[src/rtl/fetch_pack_queue_if.sv]
// Fetch-to-decode handshake bundle for fetch_pack_queue.
// slave: queue side (fetch in, decode out); master: the producer/consumer side.
interface fetch_pack_queue_if #(
  parameter int DEPTH = 4,
  parameter int PC_W  = 32
);
  localparam int CW = $clog2(DEPTH) + 1;

  logic            in_valid_i;
  logic [31:0]     in_instr_i;
  logic [PC_W-1:0] in_pc_i;
  logic            in_ready_o;
  logic            out_valid_o;
  logic [17:0]     out_instr_o;
  logic [PC_W-1:0] out_pc_o;
  logic            out_ready_i;
  logic            br_hint_o;
  logic [CW-1:0]   count_o;

  modport slave (
    input  in_valid_i, in_instr_i, in_pc_i, out_ready_i,
    output in_ready_o, out_valid_o, out_instr_o, out_pc_o,
    output br_hint_o, count_o
  );

  modport master (
    output in_valid_i, in_instr_i, in_pc_i, out_ready_i,
    input  in_ready_o, out_valid_o, out_instr_o, out_pc_o,
    input  br_hint_o, count_o
  );
endinterface

[src/rtl/fetch_pack_queue.sv]
// Packs 32-bit LEGv8 words into 18-bit decode words and queues them (DEPTH-entry FIFO).
// Ports: clk, reset (async high), flush_i (sync clear), bus (fetch_pack_queue_if.slave).
// Optional macro PREDECODE_BRANCH_EN stores a per-entry branch hint driving br_hint_o.
module fetch_pack_queue #(
  parameter int DEPTH = 4,
  parameter int PC_W  = 32
) (
  input  logic               clk,
  input  logic               reset,
  input  logic               flush_i,
  fetch_pack_queue_if.slave  bus
);
  localparam int AW = $clog2(DEPTH);
  localparam int CW = AW + 1;

  logic [17:0]     mem_instr [DEPTH];
  logic [PC_W-1:0] mem_pc    [DEPTH];
  logic [AW-1:0]   wr_ptr;
  logic [AW-1:0]   rd_ptr;
  logic [CW-1:0]   count;
  logic [17:0]     packed_w;
  logic            full;
  logic            push;
  logic            pop;
  logic            unused_bits;

  // Only opcode and Rd/cond fields survive packing.
  assign unused_bits = ^bus.in_instr_i[20:5];

  assign packed_w = {1'b0, bus.in_instr_i[4:0],
                     1'b0, bus.in_instr_i[31:21]};

  assign full = (count == CW'(DEPTH));
  assign bus.in_ready_o  = ~full & ~flush_i;
  assign bus.out_valid_o = (count != '0);
  assign push = bus.in_valid_i & bus.in_ready_o;
  assign pop  = bus.out_valid_o & bus.out_ready_i;

  assign bus.out_instr_o = mem_instr[rd_ptr];
  assign bus.out_pc_o    = mem_pc[rd_ptr];
  assign bus.count_o     = count;

  always_ff @(posedge clk or posedge reset) begin
    if (reset) begin
      wr_ptr <= '0;
      rd_ptr <= '0;
      count  <= '0;
      for (int i = 0; i < DEPTH; i++) begin
        mem_instr[i] <= '0;
        mem_pc[i]    <= '0;
      end
    end else if (flush_i) begin
      wr_ptr <= '0;
      rd_ptr <= '0;
      count  <= '0;
    end else begin
      if (push) begin
        mem_instr[wr_ptr] <= packed_w;
        mem_pc[wr_ptr]    <= bus.in_pc_i;
        wr_ptr            <= wr_ptr + AW'(1);
      end
      if (pop)
        rd_ptr <= rd_ptr + AW'(1);
      unique case ({push, pop})
        2'b10:   count <= count + CW'(1);
        2'b01:   count <= count - CW'(1);
        default: count <= count;
      endcase
    end
  end

`ifdef PREDECODE_BRANCH_EN
  logic mem_br [DEPTH];
  logic is_br;

  // B, BL, CBZ, B.cond, BR recognised on the packed opcode.
  always_comb begin
    is_br = 1'b0;
    unique case (1'b1)
      packed_w[10:5] == 6'b000101:       is_br = 1'b1;
      packed_w[10:5] == 6'b100101:       is_br = 1'b1;
      packed_w[10:3] == 8'b10110100:     is_br = 1'b1;
      packed_w[10:3] == 8'b01010100:     is_br = 1'b1;
      packed_w[10:0] == 11'b11010110000: is_br = 1'b1;
      default:                           is_br = 1'b0;
    endcase
  end

  always_ff @(posedge clk or posedge reset) begin
    if (reset) begin
      for (int i = 0; i < DEPTH; i++)
        mem_br[i] <= 1'b0;
    end else if (!flush_i && push) begin
      mem_br[wr_ptr] <= is_br;
    end
  end

  assign bus.br_hint_o = bus.out_valid_o & mem_br[rd_ptr];
`else
  assign bus.br_hint_o = 1'b0;
`endif

endmodule

[src/flat_wrapper.sv]
// flat-port wrapper written by rule: the top's interface ports become plain ports
module fetch_pack_queue_flat 
#(
  parameter int DEPTH = 4,
  parameter int PC_W  = 32
)
  (clk, reset, flush_i, bus_in_valid_i, bus_in_instr_i, bus_in_pc_i, bus_out_ready_i, bus_in_ready_o, bus_out_valid_o, bus_out_instr_o, bus_out_pc_o, bus_br_hint_o, bus_count_o);
  fetch_pack_queue_if #(.DEPTH(DEPTH), .PC_W(PC_W)) bus_i ();
  input  logic clk;
  input  logic reset;
  input  logic flush_i;
  input wire logic [$bits(bus_i.in_valid_i)-1:0] bus_in_valid_i;
  input wire logic [$bits(bus_i.in_instr_i)-1:0] bus_in_instr_i;
  input wire logic [$bits(bus_i.in_pc_i)-1:0] bus_in_pc_i;
  input wire logic [$bits(bus_i.out_ready_i)-1:0] bus_out_ready_i;
  output wire logic [$bits(bus_i.in_ready_o)-1:0] bus_in_ready_o;
  output wire logic [$bits(bus_i.out_valid_o)-1:0] bus_out_valid_o;
  output wire logic [$bits(bus_i.out_instr_o)-1:0] bus_out_instr_o;
  output wire logic [$bits(bus_i.out_pc_o)-1:0] bus_out_pc_o;
  output wire logic [$bits(bus_i.br_hint_o)-1:0] bus_br_hint_o;
  output wire logic [$bits(bus_i.count_o)-1:0] bus_count_o;
  assign bus_i.in_valid_i = bus_in_valid_i;
  assign bus_i.in_instr_i = bus_in_instr_i;
  assign bus_i.in_pc_i = bus_in_pc_i;
  assign bus_i.out_ready_i = bus_out_ready_i;
  assign bus_in_ready_o = bus_i.in_ready_o;
  assign bus_out_valid_o = bus_i.out_valid_o;
  assign bus_out_instr_o = bus_i.out_instr_o;
  assign bus_out_pc_o = bus_i.out_pc_o;
  assign bus_br_hint_o = bus_i.br_hint_o;
  assign bus_count_o = bus_i.count_o;
  fetch_pack_queue #(.DEPTH(DEPTH), .PC_W(PC_W)) u_core (.clk(clk), .reset(reset), .flush_i(flush_i), .bus(bus_i));
endmodule
[config.mk]
export PLATFORM = sky130hd
export DESIGN_NAME = fetch_pack_queue_flat
export DESIGN_NICKNAME = d
export VERILOG_FILES = /design/src/rtl/fetch_pack_queue_if.sv /design/src/rtl/fetch_pack_queue.sv /design/src/flat_wrapper.sv
export SDC_FILE = /design/constraint.sdc
export NUM_CORES = 1
export LEC_CHECK = 0
export CAP_MARGIN = 20
export CORE_ASPECT_RATIO = 1.1
export CORE_MARGIN = 2
export CORE_UTILIZATION = 30
export DETAILED_ROUTE_END_ITERATION = 6
export PLACE_DENSITY = 0.56
export SLEW_MARGIN = 25
export SYNTH_ARGS = -nofsm -noshare
export SYNTH_HDL_FRONTEND = slang
export SYNTH_SLANG_ARGS = --single-unit
[constraint.sdc]
create_clock -name clk -period 8.7 [get_ports clk]
set_clock_uncertainty 0.1 [all_clocks]
set_input_delay 2.61 -clock clk [delete_from_list [all_inputs] [get_ports clk]]
set_output_delay 2.61 -clock clk [all_outputs]
set_load 0.05 [all_outputs]
# [After elaboration in Yosys (flattened, before gate mapping)]
# Index checks and enable logic that the tools add are counted.
[word_totals] register_bits=207 word_cells=52
[classes] addsub=4 n_lt_le_gt_ge=3 n_eq_ne=3 mux=18 n_bitwise=7 reduce_logical=6
[ops] op="$bwmux W128" count=1
[ops] op="$mux W32" count=3
[ops] op="$bwmux W72" count=1
[ops] op="$bmux W32 S2" count=1
[ops] op="$demux W32 S2" count=1
[ops] op="$mux W18" count=3
[ops] op="$bmux W18 S2" count=1
[ops] op="$demux W18 S2" count=1
[ops] op="$mux W2" count=4
[ops] op="$ge A3 B3 Y1 const B" count=2
[ops] op="$not A2 Y3" count=2
[ops] op="$pmux W3 S2" count=1
[ops] op="$reduce_bool A3 Y1" count=2
[ops] op="$add A2 B1 Y2 const B" count=2
[ops] op="$reduce_bool A2 Y1" count=2
[ops] op="$add A3 B1 Y3 const B" count=1
[ops] op="$and A1 B1 Y1" count=3
[ops] op="$eq A3 B3 Y1 const B" count=1
[ops] op="$lt A3 B1 Y1 const B" count=1
[ops] op="$mux W3" count=1
[ops] op="$sub A3 B1 Y3 const B" count=1
[ops] op="$eq A2 B1 Y1 const B" count=1
[ops] op="$eq A2 B2 Y1 const B" count=1
[ops] op="$not A1 Y1" count=2
[ops] op="2 further kinds" count=2

# [Logic depth before layout (Yosys ltp)]
[depth] word_depth=7 mapped_depth=9 mapped_depth_nobuf=8

# [Worst setup path after synthesis]
# OpenSTA, ideal clock, no wires.
[synth_path] path_kind="input to output" from="input port flush_i" to="output port bus_in_ready_o" arrival_time_ps=3527 required_ps=5990 path_slack_ps=2463 stages=2 cell_sequence="buf_2 a21oi_1"
[synth_between] elab_chain_cells=2
[synth_lines] element="from (decl)" line="flat_wrapper.sv:11" text="input logic flush_i;"
[synth_lines] element="$not A1 Y1 (no source line)"
[synth_lines] element="$and A1 B1 Y1" line="fetch_pack_queue.sv:34" text="assign bus.in_ready_o = ~full & ~flush_i;"
[synth_lines] element="to (decl)" line="flat_wrapper.sv:16" text="output wire logic [$bits(bus_i.in_ready_o)-1:0] bus_in_ready_o;"
# No other way between the ends.

# [Worst setup path after layout]
# Same ends and word-level chain as after synthesis.

==> key figures <==
Outcome
  • Status: finished, final reports clean

Power and ir drop
  • Max VDD drop: 127.0 uV
  • Static Leakage: 4.918 nW
  • Power per cell area: 317.3 nW/um2

Cells and area
  • Syn-to-layout area delta: 20.98%
  • Layout cell share with drive strength beyond 1: 44.60%
  • Post-layout util: 36.66%
  • Commonest non-fill, non-tap cell in the layout: dfrtp_1
  • Most frequent cells in the layout: dfrtp_1, mux2_2, clkdlybuf4s50_1
  • Post-route cell area: 11100 um2
  • Final std cells w/o fill: 1054
  • Total Nets Final: 700

Clock tree
  • Worst-path clk slew: 70 ps
  • CTS tree: done
  • Setup bufs post-CTS: 0
  • CTS Root Cell: clkbuf_16
  • Skew-Pair Late Insertion Delay: 430 ps
  • Post-CTS Resized: 0
  • Total CTS buffers: 17
  • Clock Path Buffers: 2
  • H-tree levels: 4
  • CTS sink cnt: 199
  • Post-CTS Hold Fix Bufs: 0

Floorplan
  • Die Height: 187.4 um
  • Die ar.: 31990 um2
  • Die width: 170.7 um
  • I/O Pins: 125
  • Initial Util: 30.31%
  • Num rows: 67
  • Core Area: 30260 um2

Placed design
  • Post-DP Area: 10540 um2
  • PortBufs: 105
  • Placed Cells: 1021
  • DP Wirelength: 11950 um
  • Gpl congestion: 0.6628

STA
  • Setup TNS: 0 ps
  • Worst Tran Pin Value: 1024 ps
  • F_max: 143.4 MHz
  • Post-route minimum period: 6974 ps
  • Final hold vios: 0
  • RSZ-0062 raised after global routing: false
  • Final setup viols: 0
  • Final count of pins violating max slew: 0
  • Max_slew headroom: 31.72%
  • Fin crit share: 80.16%

Min path
  • Hold-critical path depth: 1
  • Worst Hold Class: reg -> reg
  • Hold Path Sink: u_core.mem_pc[50]
  • Min-Delay Startpoint: u_core.mem_pc[50]

Global route
  • First-pass GRT wire length: 32690 um
  • All-Layer GR Usage: 13.51%
  • Vias in the first global route: 5791
  • Grt ovf: 0
  • Largest net degree at the start of global routing: 122
  • Antenna violations before repair: 1

Route
  • Pre-antenna DRT Iters: 4
  • Via count: 4879
  • WL met1: 8539 um
  • Final antenna-violating net count: 0
  • Detailed Route Iter0 Violations: 174
  • Met2 WL: 10550 um
  • # DRC: 0
  • DR WL/cell: 19.22 um
  • Total Wirelength: 20260 um
  • Met3 routed WL: 905 um
  • Max Used Layer: met4
  • Vias/cell: 4.629

Synthesis
  • Share of the synthesized area in the top cell type: 54.30%
  • Yosys warns: 0
  • Most used DFF post-synth: dfrtp_1
  • Sequential area share after synthesis: 54.30%
  • Async SR Flop Fraction: 100.0%
  • Yosys reg bits: 199
  • Post-synth EDFFs: 0
  • Synth Cell Area: 9171 um2
  • Syn Area/Cell: 17.14 um2
  • Distinct cell type count after synthesis: 33
  • Cell taking the most area after synthesis: dfrtp_1
  • Synth area leaders: dfrtp_1, mux2_2, mux2_4, mux4_2, buf_6
  • Post-Syn Instances: 535

Setup path
  • Cells on worst reg2reg path: 4
  • Crit path from: flush_i
  • WS Path Type: in -> out
  • Worst path max stage delay: 840 ps
  • CP max stage cell: clkdlybuf4s50_1
  • Critical path endpoint category: output port
  • Data arrival time of the worst path: 4260 ps
  • Reg2Reg Setup Slack: 6270 ps
  • RR Endpoint: u_core.mem_instr[19]
  • Worst EP required: 5990 ps
  • Worst reg2reg path startpoint: u_core.bus.count_o[0]
  • Worst path most repeated cell: clkdlybuf4s50_1
  • Crit path max fanout: 9
  • CP cell instances: clkdlybuf4s50_1 > a21oi_1 > clkdlybuf4s50_1
  • Startpoint types: input pin

Run
  • # Max-Cap Violations: 0
==> how the worst max path moves through the flow <==
| stage | cells after the start | endpoint | slack [ps] |
|---|---|---|---|
| final | 3 | bus_in_ready_o | 1730 |
| after global routing | 3 | bus_in_ready_o | 1610 |
| after CTS | 3 | bus_in_ready_o | 1710 |
| after detailed placement | 3 | bus_in_ready_o | 1730 |
| after global placement | 3 | bus_in_ready_o | 1710 |
| after floorplan | 1 | u_core.bus.count_o[0] | 560 |
==> registers in the layout (all words and copies together), names as in the netlist <==
| signal | cells |
|---|---|
| u_core.mem_instr | 64 |
| u_core.wr_ptr | 2 |
| u_core.bus.count_o | 3 |
| u_core.mem_pc | 128 |
| u_core.rd_ptr | 2 |
==> report_power, final <==
part | internal (mW) | total, mW | switching, mW | leakage [nW]
clock network | 0.386 | 0.746 | 0.360 | 0.259
registers | 1.26 | 1.46 | 0.195 | 2.49
logic | 0.686 | 1.32 | 0.630 | 2.17
total | 2.34 | 3.52 | 1.18 | 4.92
==> logic make-up (layout without fill, tap and decap cells) <==
kind of cell	count (synthesis)	after routing	synth area share (%)
adder cells (fa/ha/maj)	5	5	0.7640
AO/OA/AOI/OAI	13	13	0.9959
XOR/XNOR	4	4	0.3821
flip-flops	199	199	54.30
AND/OR/NAND/NOR	28	28	1.569
multiplexers	242	242	38.87
buffers and inverters	43	145	3.083
other	1	4	0.04089
==> per-layer routing <==
metal  up-vias  GRT usage, %
li1       2142             -
met1      2627         16.10
met2        95         23.56
met3        15         3.639
met4         0         4.274
met5         -             0
==> critical path, delay by kind of cell <==
family / cells / cell delay, ps
AO/OA/AOI/OAI: 1 / 220
buffers and inverters: 2 / 1430
==> final cells by class <==
type / instances / area (um2)
clock buffers: 21 / 460.4
multi-input cells: 295 / 3936
inverters: 5 / 26.28
well taps: 414 / 518.0
fillers: 2840 / 19170
diodes: 1 / 2.502
flip-flops and latches: 199 / 4985
repair buffers: 108 / 1077
clock inverters: 11 / 90.09
==> metrics by stage <==
stage                     setup WS (ps)  total power [mW]  hold slack (ps)
after global routing               1613             3.707            416.7
after global placement             1705             2.727            381.7
after floorplan                   564.3             2.431            373.8
after detailed placement           1731             2.805            388.1
after CTS                          1712             3.573            404.1
final                              1726             3.521            401.3
==> synthesized netlist by cell type, types with 2 or more instances <==
| cell type | count |
|---|---|
| buf_1 | 3 |
| clkbuf_1 | 4 |
| a21oi_1 | 3 |
| mux2_2 | 113 |
| nand2_2 | 4 |
| xnor2_1 | 2 |
| a21o_1 | 2 |
| buf_4 | 3 |
| dfrtp_1 | 199 |
| or3_1 | 2 |
| mux2_4 | 80 |
| nor2_1 | 9 |
| inv_1 | 5 |
| buf_6 | 12 |
| o21ai_0 | 4 |
| nand2_1 | 4 |
| ha_1 | 4 |
| buf_2 | 16 |
| nand3_1 | 4 |
| mux4_2 | 48 |
| xor2_1 | 2 |
Note: power is estimated with default switching activity, not from simulation.
==> edit: new RTL, same settings <==
`PC_W` is set to 32 in 3 places; all go to 24.
--- a/src/rtl/fetch_pack_queue_if.sv
+++ b/src/rtl/fetch_pack_queue_if.sv
@@ -4,3 +4,3 @@
   parameter int DEPTH = 4,
-  parameter int PC_W  = 32
+  parameter int PC_W  = 24
 );
--- a/src/rtl/fetch_pack_queue.sv
+++ b/src/rtl/fetch_pack_queue.sv
@@ -5,3 +5,3 @@
   parameter int DEPTH = 4,
-  parameter int PC_W  = 32
+  parameter int PC_W  = 24
 ) (
--- a/src/flat_wrapper.sv
+++ b/src/flat_wrapper.sv
@@ -4,3 +4,3 @@
   parameter int DEPTH = 4,
-  parameter int PC_W  = 32
+  parameter int PC_W  = 24
 )
Interface: changed (resized bus_in_pc_i and bus_out_pc_o); port bits go from 125 to 109. No check against the original RTL was run, so the function may have changed too.
==> edit against the unedited design <==
Area after synthesis shrank 17%; cell count decreased by 18%; sequential cell count decreased by 32; global-route usage fell by 0.77 points; routed wire length is 20% lower; combinational power decreased by 23%; design area fell by 16%; setup slack improved by 0.038 ns; total power decreased by 15%; sequential share of layout area up 0.22 points; critical path depth stayed put.
==> edit: results (changes against the unedited design) <==
Cells and area
  – Ratio of cells with drive above 1 in the final layout: 0.451 (+0.00525)
  – Number of flip-flops in the largest register: 96 (-25%)
  – Ant. Diodes: 0 (-1)
  – Most flops, register: u_core.mem_pc
  – Nets: 607 (-13%)
  – Fill count: 2309 (-19%)

Synthesis
  – Number of synthesis warnings: 0 (unchanged)
  – Leading cell types by count after synthesis: dfrtp_1, mux2_2, mux4_2, buf_6, mux2_4
  – Area contributors post-synth: dfrtp_1, mux2_2, mux4_2
  – Post-synth cell types: 33 (unchanged)
  – Dominant synthesized flop cell: dfrtp_1
  – Synth async-reset ratio: 1.00 (unchanged)
  – Seq/Total Area, Yosys: 0.551 (+0.00764)

Worst setup path
  – R2R Path End: u_core.mem_instr[4]
  – FF-to-FF path depth: 5 (+1)
  – CP arrival: 4.23 ns (-0.03 ns)
  – Crit path max-delay family: buffers and inverters
  – Slowest cell delay on critical path: between 0.8 and 0.9 ns
  – Worst setup path startpoint: flush_i
  – Reg2reg setup slack: 6.17 ns (-0.10 ns)
  – Crit Path Max Fanout: 9 (unchanged)
  – RR Startpoint: u_core.bus.count_o[0]
  – Critical path endpoint: bus_in_ready_o

Drt
  – Detailed Routing Iterations Pass 1: 4 (unchanged)
  – Via density per instance: 4.75 (+2.7%)
  – Antenna-violating nets left: 0 (unchanged)
  – Post-Route WL: 16100 um (-20%)
  – Initial drt markers: 132 (-24%)

Min path
  – Hold depth: 1 (unchanged)
  – Hold Crit Class: register to register

Placement
  – Dpl hpwl: 10200 um (-14%)
  – PortBufs: 89 (-15%)
  – RD Place Congestion: 0.699 (+5.4%)

Global route
  – Initial antenna violation count: 0 (-1)
  – GRT Util Overall: 0.127 (-0.00771)
  – Vias in the first global route: 4690 (-19%)
  – First-pass GRT wire length: 25800 um (-21%)
  – Largest net degree at the start of global routing: 102 (-16%)

Clock tree
  – CTS Root Cell: clkbuf_16
  – Post-cts resize count: 0 (unchanged)
  – H-tree depth: 4 (unchanged)
  – Num CTS Buffers: 17 (unchanged)
  – Worst skew pair latency: 0.41 ns (-0.02 ns)
  – Clk buf depth: 2 (unchanged)
  – Postcts setup bufs: 0 (unchanged)

Outcome
  – Run status: finished clean

Power and ir drop
  – Peak supply drop: 0.125 mV (-1.7%)
  – Leakage: 3.95 nW (-20%)
  – Sw Pwr: 0.995 mW (-16%)

Timing
  – Worst-Margin Slew: 0.911 ns (-0.113 ns)
  – Setup_tns: 0 ns (unchanged)
==> edit: worst reg2reg max path, delay by kind of cell, from the launching register on <==
family / cells / cell delay, ns
DFF: 1 / 0.48
AOI/OAI and AO/OA: 1 / 0.13
muxes: 1 / 0.40
buffers and inverters: 1 / 0.49
and+or+nand+nor: 2 / 0.83
==> edit: cells by family (layout without fill, tap and decap cells) <==
kind of cell	Yosys count	count (layout)	synth area share
AND/OR/NAND/NOR	28	28	0.0190
multiplexers	202	202	0.365
other	1	3	0.000494
flip-flops	167	167	0.551
adder cells (fa/ha/maj)	5	5	0.00923
XOR/XNOR	4	4	0.00462
AO/OA/AOI/OAI	13	13	0.0120
buffers and inverters	38	132	0.0387
==> edit: power groups by stage <==
stage               clock network [mW]  registers (mW)  logic [mW]
CTS                              0.792            1.23        1.03
floorplan                            0            1.16       0.809
global route                     0.830            1.26        1.08
detailed placement                   0            1.24        1.03
finish                           0.766            1.22        1.02
global placement                     0            1.20        1.01
==> edit: stage by stage <==
step	util	setup slack (ns)	total power, mW	instances	area (um^2)
2_1_floorplan	-	1.47	1.97	460	7600
3_3_place_gp	0.345	1.77	2.21	837	8660
3_5_place_dp	0.345	1.77	2.27	837	8660
4_1_cts	0.369	1.76	3.05	869	9270
5_1_grt	0.369	1.70	3.17	869	9270
6_report	0.369	1.76	3.01	869	9270
==> edit: how the worst min path moves through the flow <==
stage	start	endpoint	slack, ns
after CTS	u_core.mem_instr[21]	u_core.mem_instr[21]	0.40
after detailed placement	u_core.mem_instr[21]	u_core.mem_instr[21]	0.39
after global placement	u_core.mem_pc[29]	u_core.mem_pc[29]	0.38
after global routing	u_core.mem_pc[42]	u_core.mem_pc[42]	0.41
after floorplan	u_core.mem_instr[18]	u_core.mem_instr[18]	0.37
final	u_core.mem_instr[21]	u_core.mem_instr[21]	0.40
==> edit: metal layers <==
metal,vias up,part of all wire,track usage
met3,7,0.039,0.0360
li1,1835,-,-
met2,70,0.54,0.229
met1,2218,0.41,0.150
met5,-,0,0
met4,0,0.0077,0.0323
==> edit: layout make-up <==
| class | count | share of cell area |
|---|---|---|
| sequential | 167 | 0.451 |
| clock inverter | 14 | 0.0180 |
| tap | 315 | 0.0425 |
| multi-input combinational | 255 | 0.337 |
| clock buffer | 18 | 0.0474 |
| timing repair buffer | 95 | 0.101 |
| inverter | 5 | 0.00257 |
